### config.mk
export PLATFORM = sky130hd
export DESIGN_NAME = control_sequencer
export DESIGN_NICKNAME = d
export VERILOG_FILES = /design/src/rtl/control_sequencer.sv
export SDC_FILE = /design/constraint.sdc
export NUM_CORES = 1
export LEC_CHECK = 0
export BUFFER_PORTS_ARGS = -buffer_cell sky130_fd_sc_hd__buf_4
export CAP_MARGIN = 10
export CORE_MARGIN = 2
export CORE_UTILIZATION = 35
export CTS_BUF_LIST = sky130_fd_sc_hd__clkbuf_2 sky130_fd_sc_hd__clkbuf_4 sky130_fd_sc_hd__clkbuf_8
export DETAILED_ROUTE_END_ITERATION = 10
export HOLD_SLACK_MARGIN = 0.05
export PLACE_DENSITY = 0.69
export SLEW_MARGIN = 10
export SYNTH_ARGS = -nofsm -noshare
export SYNTH_HDL_FRONTEND = slang
export SYNTH_SLANG_ARGS = --single-unit
### constraint.sdc
create_clock -name clk -period 3.3 [get_ports clk]
set_input_delay 0.495 -clock clk [delete_from_list [all_inputs] [get_ports clk]]
set_output_delay 0.495 -clock clk [all_outputs]
set_load 0.02 [all_outputs]
### src/rtl/control_sequencer.sv
// control_sequencer: microcoded T-state sequencer and CF/ZF flags for the 8-bit breadboard computer
module control_sequencer #(
  parameter int NUM_STEPS = 5,
  parameter int STEP_W    = 3,
  parameter bit EARLY_END = 1
) (
  input  logic              clk,
  input  logic              clr,
  input  logic              ena,
  input  logic [3:0]        opcode,
  input  logic              carry_in,
  input  logic              zero_in,
  output logic [15:0]       control_word,
  output logic [STEP_W-1:0] step,
  output logic              CF,
  output logic              ZF,
  output logic              halted
);
  localparam logic [STEP_W-1:0] T0   = STEP_W'(0);
  localparam logic [STEP_W-1:0] T1   = STEP_W'(1);
  localparam logic [STEP_W-1:0] T2   = STEP_W'(2);
  localparam logic [STEP_W-1:0] T3   = STEP_W'(3);
  localparam logic [STEP_W-1:0] T4   = STEP_W'(4);
  localparam logic [STEP_W-1:0] LAST = STEP_W'(NUM_STEPS - 1);
  logic [15:0] exec_word;
  always_comb begin
    exec_word = 16'h0000;
    case (opcode)
      4'h1: exec_word = step == T2 ? 16'h0012 : step == T3 ? 16'h0048 : 16'h0000;
      4'h2: exec_word = step == T2 ? 16'h0012 : step == T3 ? 16'h0408 : step == T4 ? 16'h8140 : 16'h0000;
      4'h3: exec_word = step == T2 ? 16'h0012 : step == T3 ? 16'h0408 : step == T4 ? 16'h8340 : 16'h0000;
      4'h4: exec_word = step == T2 ? 16'h0012 : step == T3 ? 16'h0084 : 16'h0000;
      4'h5: exec_word = step == T2 ? 16'h0050 : 16'h0000;
      4'h6: exec_word = step == T2 ? 16'h4010 : 16'h0000;
      4'h7: exec_word = step == T2 && CF ? 16'h4010 : 16'h0000;
      4'h8: exec_word = step == T2 && ZF ? 16'h4010 : 16'h0000;
      4'hE: exec_word = step == T2 ? 16'h0880 : 16'h0000;
      4'hF: exec_word = step == T2 ? 16'h0001 : 16'h0000;
      default: exec_word = 16'h0000;
    endcase
  end
  assign control_word = step == T0 ? 16'h2002 : step == T1 ? 16'h1028 : exec_word;
  assign halted = control_word[0];
  // jumps decode from the pre-edge flags, so the FI update below never affects this cycle's word
  always_ff @(posedge clk) begin
    if (!clr) begin
      step <= T0;
      CF   <= 1'b0;
      ZF   <= 1'b0;
    end else if (ena) begin
      step <= halted ? step
            : (EARLY_END && step >= T2 && control_word == 16'h0000) || step == LAST ? T0
            : step + STEP_W'(1);
      if (control_word[15]) begin
        CF <= carry_in;
        ZF <= zero_in;
      end
    end
  end
endmodule

# Word-level counts from Yosys, hierarchy flattened
# Index checks and enable logic that the tools add are counted.
# word_totals
wordCells	48
in_bits	9
regBits	5
output_inout_bits	22
# classes
magnitude_cmp	1
n_eq_ne	14
n_addsub	1
n_reduce_logical	8
muxes	20
n_bitwise	1
# op_table
operator	count
$pmux 16 s10	1
$mux 16	8
$mux 15	3
$mux 7	3
$eq 4x3->1 const B	4
$logic_not 16->1	1
$mux 8	2
$eq 4x4->1 const B	3
$mux 12	1
$eq 4x2->1 const B	2
$eq 3x2->1 const B	2
$eq 4x1->1 const B	1
$reduce_and 2->1	2
$add 3x1->3 const B	1
$eq 3x1->1 const B	1
$eq 3x3->1 const B	1
$ge 3x2->1 const B	1
$logic_and 1x1->1	3
$logic_not 3->1	1
$mux 3	1
$logic_or 1x1->1	1
$mux 1	1
$not 1->1	1

# Longest topological paths before layout
# Gate-level depths: netlist of run 1.
# depth
ltp_word	11
ltp_mapped	9
ltp_nobuf	8

# Least setup slack after synthesis of run 1
# No wires, ideal clock.
# synth_path
path_type	flip-flop to output port
startpoint	reg step[0]
endpoint	out control_word[6]
setup_slack_ns	0.867
stages_incl_launch_ff	8
n_path_buf	0
arrival_time_ns	1.938
required_ns	2.805
path_cell_list	dfxtp_1 -> inv_1 -> ha_1 -> nand2b_1 -> and3_1 -> a31oi_1 -> or3b_1 -> a21oi_1
# synth_via
elab_chain_len	7
word_cells_on_any_way	18
cone_classes	4 x eq/ne; 13 x mux; 1 x reduce/logical
# synth_lines
element	line	text
from (decl)	14	output logic [STEP_W-1:0] step,
from (signal assigned)	51	step <= halted ? step
$eq 3x3->1	30, 31	
$mux 16, on equally long branches (3 in a row)	31, 30	
$pmux 16 s10	28	case (opcode)
$mux 16	42	assign control_word = step == T0 ? 16'h2002 : step == T1 ? 16'h1028 : exec_word;
$mux 16 (*)	42	
to (decl)	13	output logic [15:0] control_word,
# Every way passes the cells marked *; elsewhere a longest branch is shown, timed or not.

# Final worst setup path of run 1
# Ends and elaborated chain as after synthesis.

==> impl_metrics.json, run 1 <==
{
  "synth_enable_flop_cells": 0,
  "p_total_w": 0.000249,
  "setup_viol": 0,
  "cts_tree": "yes",
  "multi_input_area_um2": 571,
  "netSwitchingFraction_pct": 35.7,
  "p_int_w": 0.000160,
  "path_buf_inv": 2,
  "cts_resized": 0,
  "die_y_um": 50.4,
  "worstPathArrival_ps": 2140,
  "finalCritPeriodShare_pct": 79.7,
  "drc": 0,
  "fillerInstances": 202,
  "fp.coreArea_um2": 2000,
  "crit_family": "simple AND/OR/NAND/NOR gates",
  "synth_common_cells": "11 x nor2_1, 8 x nand2_1, 5 x dfxtp_1, 5 x ha_1, 5 x inv_1",
  "via_count": 806,
  "worst_slack_ps": 670,
  "rsz0062_at_grt": "false",
  "ys.flop_type": "dfxtp_1",
  "crit_path_end_kind": "primary output",
  "cpPeakStageDelay_ps": 420,
  "clk_latency_ps": 250,
  "hpwl_um": 1560,
  "nets": 143,
  "drv_slew": 0,
  "syn2layout_area_growth_pct": 30.2,
  "fin_crit_ps": 2630,
  "p_seq_share_pct": 27.3,
  "syn_inst": 102,
  "yosys-top-cells-area": "dfxtp_1 13%, ha_1 8.3%, nor2_1 5.5%, buf_4 4.0%, nand2_1 4.0%",
  "critPathRequiredTime_ps": 2800,
  "path_cells": "inv_1 > ha_1 > nand2b_1 > and3_1 > a31oi_1 > or3b_1 > a21oi_1 > buf_4",
  "slew_headroom_pct": 71.6,
  "combPwrFrac_pct": 40.6,
  "gp_congestion": 0.866,
  "grt_first_pass_wirelength_um": 3140,
  "clock_power_share_pct": 32.1,
  "status": "finished clean",
  "htree_num_levels": 1,
  "drtAntennaViolNets": 0,
  "drive_gt1_share_pct": 29.7,
  "regArea_um2": 100,
  "fp-row-count": 16,
  "clk_pin_slew_worst_paths_ps": 40,
  "start_util_pct": 37.7,
  "die_area_um2": 2540,
  "powerDensity_nw_per_um2": 253,
  "place_ws_ps": 958,
  "synth-seq-cells": 5,
  "tightest_slew_ps": 425,
  "yosysTopAreaCell": "dfxtp_1",
  "hold_path_class": "reg -> reg",
  "worstSetupPathType": "reg -> out",
  "routed_via_density": 5.20,
  "portBuffers": 30,
  "firstDrtPassIters": 4,
  "clkSinkCount": 5,
  "syn_area_per_cell_um2": 7.40,
  "tns_ps": 0,
  "ir_drop_uv": 202,
  "fin_skew_ps": 4.16,
  "grt.overflow.total": 0,
  "synth_nets": 116,
  "p_leak_nw": 0.420,
  "antenna_found_initial": 0,
  "ios": 31,
  "synth_area_um2": 754,
  "fin_area_um2": 982,
  "cts_hold_buf": 0,
  "critPathSlowestCell": "dfxtp_1",
  "grt_usage_pct": 15.8,
  "clock_path_buffers": 2,
  "ys_types": 43,
  "ys_warn_count": 0,
  "cp-start-kind": "flip-flop",
  "place_area_um2": 952,
  "worstPathMaxFanout": 7,
  "post_cts_buffers": 0,
  "ys_async_sr_fraction_pct": 0,
  "fmax_mhz": 380,
  "synth.yosys.seq_area_share_pct": 13.3,
  "maxCapViolCount": 0,
  "synth_top_area_share_pct": 13.3,
  "whs_ps": 470,
  "cts-root-buf": "clkbuf_4",
  "final_hold_viol_count": 0,
  "n_antenna_cell": 0,
  "yosysMostFrequentCell": "nor2_1",
  "grt_max_degree": 15,
  "routed_wl_um": 1970,
  "drt-initial-drc-count": 27,
  "cts_buffers": 3,
  "p_sw_w": 0.0000887,
  "wl_per_cell_um": 12.7,
  "grt_pass1_vias": 723,
  "fp.dieW_um": 50.4
}
[tightest hold or removal path: stages, from the launching register on]
cell      delay, ps
dfxtp_1         310
nand2_1          60
a21boi_1         50
[routing by layer]
layer / vias up / wire length (um) / GRT usage, %
li1: 418 / - / -
met4: 0 / 19 / 8.11
met1: 359 / 900 / 19.1
met2: 27 / 956 / 27.6
met5: - / 0 / 0
met3: 2 / 92 / 1.19
[sequential cells by signal (all words and copies together) (netlist names)]
register / flops
step: 3
ZF: 1
CF: 1
[final cells by class]
class                   count  share of cell area, %
well taps                  27                   3.44
multi-input cells          83                   58.1
repair buffers             30                   22.9
flip-flops and latches      5                   10.2
inverters                   6                   2.29
clock buffers               4                   3.06
[path summary, 6_finish.rpt]
check	start	endpoint	slack, ps	depth (start not counted)
min reg2reg	ZF	ZF	470	2
max	step[0]	control_word[6]	670	8
min	ZF	ZF	470	2
max reg2reg	step[2]	step[0]	1400	6
[cells by family after synthesis]
logic type / share of synthesized area (%)
fa+ha+maj: 8.29
flops: 13.3
buf+inv: 11.1
compound gates: 22.4
simple gates: 44.9
[metrics by stage]
stage,std cells,utilization [%]
floorplan,102,-
global placement,151,47.6
detailed placement,151,47.6
CTS,155,49.1
global route,155,49.1
finish,155,49.1
[power groups by stage]
stage                     clock network [W]   logic, W  registers (W)
after global placement                    0  0.0000996      0.0000685
final                             0.0000798   0.000101      0.0000678
after global routing              0.0000856   0.000110      0.0000682
after floorplan                           0  0.0000667      0.0000706
after CTS                         0.0000834   0.000101      0.0000678
after detailed placement                  0   0.000100      0.0000689
[cell usage in the layout (no fill, tap or decap), types with 2 or more instances in the layout]
cell and count:
o21ai_0 3, nor2b_1 3, inv_1 5, nand4_1 4, or3_1 2, ha_1 5, a21oi_1 4, a21boi_1 3
nand2b_1 3, o21ai_1 3, nand3_1 4, or3b_1 2, nor2_1 11, a22oi_1 2, nand2_1 8, dfxtp_1 5
or2_1 2, nand4b_1 2, nor3b_1 2, buf_4 30, clkbuf_4 4, and2_1 2
(Power assumes the default switching activity.)
==> run 2, diff against run 1 <==
PLACE_DENSITY = 0.72   (was 0.69)
clock period = 2.39 ns   (was 3.3 ns; I/O delays follow)
==> impl_metrics.json, run 2 (synthesis results as in run 1) <==
{
  "grt_first_pass_wirelength_um": 3520,
  "cp-start-kind": "flip-flop",
  "drt-initial-drc-count": 10,
  "htree_num_levels": 1,
  "clk_pin_slew_worst_paths_ps": 40,
  "fin_skew_ps": 1.10,
  "largest-register": "step",
  "maxCapViolCount": 0,
  "crit_family": "simple AND/OR/NAND/NOR gates",
  "hpwl_um": 1660,
  "place_ws_ps": 196,
  "worstSetupPathType": "reg -> out",
  "drc": 0,
  "cts_tree": "yes",
  "fp-row-count": 16,
  "cts_hold_buf": 0,
  "largestRegisters": "step: 3 flops, CF: 1 flops, ZF: 1 flops",
  "routed_wl_um": 2100,
  "wl_per_cell_um": 13.4,
  "firstDrtPassIters": 4,
  "grt_usage_pct": 17.5,
  "clk_latency_ps": 250,
  "final_hold_viol_count": 0,
  "final_util_pct": 50.4,
  "post_cts_buffers": 0,
  "path_cells": "ha_1 > ha_1 > and3_1 > a31oi_1 > or3b_1 > a21oi_1 > buf_4",
  "syn2layout_area_growth_pct": 33.8,
  "critPathRequiredTime_ps": 2030,
  "finalCritPeriodShare_pct": 93.8,
  "fp.dieW_um": 50.4,
  "largest_reg_flops": 3,
  "fp.coreArea_um2": 2000,
  "antenna_found_initial": 0,
  "portBuffers": 30,
  "drv_slew": 0,
  "setup_viol": 0,
  "status": "finished clean",
  "tightest_slew_ps": 383,
  "ir_drop_uv": 237,
  "worst_slack_ps": 149,
  "die_area_um2": 2540,
  "p_leak_nw": 0.429,
  "fin_crit_ps": 2240,
  "path_buf_inv": 1,
  "grt_max_degree": 15,
  "cts_buffers": 3,
  "cpPeakStageDelay_ps": 380,
  "gp_congestion": 0.907,
  "drtAntennaViolNets": 0,
  "ios": 31,
  "cts-root-buf": "clkbuf_4",
  "n_antenna_cell": 0,
  "tns_ps": 0,
  "powerDensity_nw_per_um2": 351,
  "hold_path_class": "in -> reg",
  "layout_commonest_cell": "buf_4",
  "worstPathArrival_ps": 1880,
  "fmax_mhz": 446,
  "final_cell_mix": "31 x buf_4, 10 x nor2_1, 8 x nand2_1",
  "grt_pass1_vias": 782,
  "worstPathMaxFanout": 6,
  "clkSinkCount": 5,
  "clock_path_buffers": 2,
  "drive_gt1_share_pct": 34.9,
  "via_count": 835,
  "routed_via_density": 5.35,
  "critPathSlowestCell": "dfxtp_2",
  "slew_headroom_pct": 74.4,
  "rsz0062_at_grt": "false",
  "cp_common_cell": "ha_1",
  "crit_path_end_kind": "primary output",
  "grt.overflow.total": 0,
  "nets": 144,
  "die_y_um": 50.4,
  "start_util_pct": 37.7
}
-- run 2: path summary, 6_finish.rpt --
| kind | endpoint | start | cells after the start | slack (ps) |
|---|---|---|---|---|
| max | control_word[6] | step[1] | 7 | 150 |
| min | CF | carry_in | 3 | 380 |
| max reg2reg | step[1] | step[2] | 6 | 590 |
| min reg2reg | CF | CF | 2 | 480 |
-- run 2: where the power goes --
group	internal (W)	switching [W]	leakage [nW]
Sequential	0.0000879	0.00000649	0.0417
Combinational	0.0000634	0.0000838	0.368
Clock	0.0000746	0.0000377	0.0184
Total	0.000226	0.000128	0.429
-- run 2: worst reg2reg max path: cells and delay by family (launching register included) --
kind	cells	cell delay [ps]
AND/OR/NAND/NOR	3	690
flip-flops	1	490
adder cells (fa/ha/maj)	1	260
AO/OA/AOI/OAI	1	120
buffers and inverters	1	100
-- run 2: through the flow --
stage	cells	hold slack [ps]	cell area, um^2	total power [W]
floorplan	102	505	754	0.000189
global placement	152	462	960	0.000232
detailed placement	152	483	960	0.000235
CTS	156	372	996	0.000355
global route	156	397	1010	0.000377
finish	156	375	1010	0.000354
-- run 2: cell type report --
type	count	area (um^2)
Timing Repair Buffer	31	233
Inverter	6	22.5
Fill cell	215	992
Tap cell	27	33.8
Sequential cell	5	105
Multi-Input combinational cell	83	586
Clock buffer	4	30.0
-- run 2: what timing repair did --
| action | 4_1_cts | 5_1_grt |
|---|---|---|
| cloned | 0 | 0 |
| gates resized for setup | 3 | 5 |
| setup endpoints to repair | 6 | 6 |
-- run 2: routing by layer --
layer / wire length, um / track usage [%]
met1: 928 / 21.3
met2: 1040 / 31.8
met3: 93 / 1.49
met4: 34 / 6.31
met5: 0 / 0
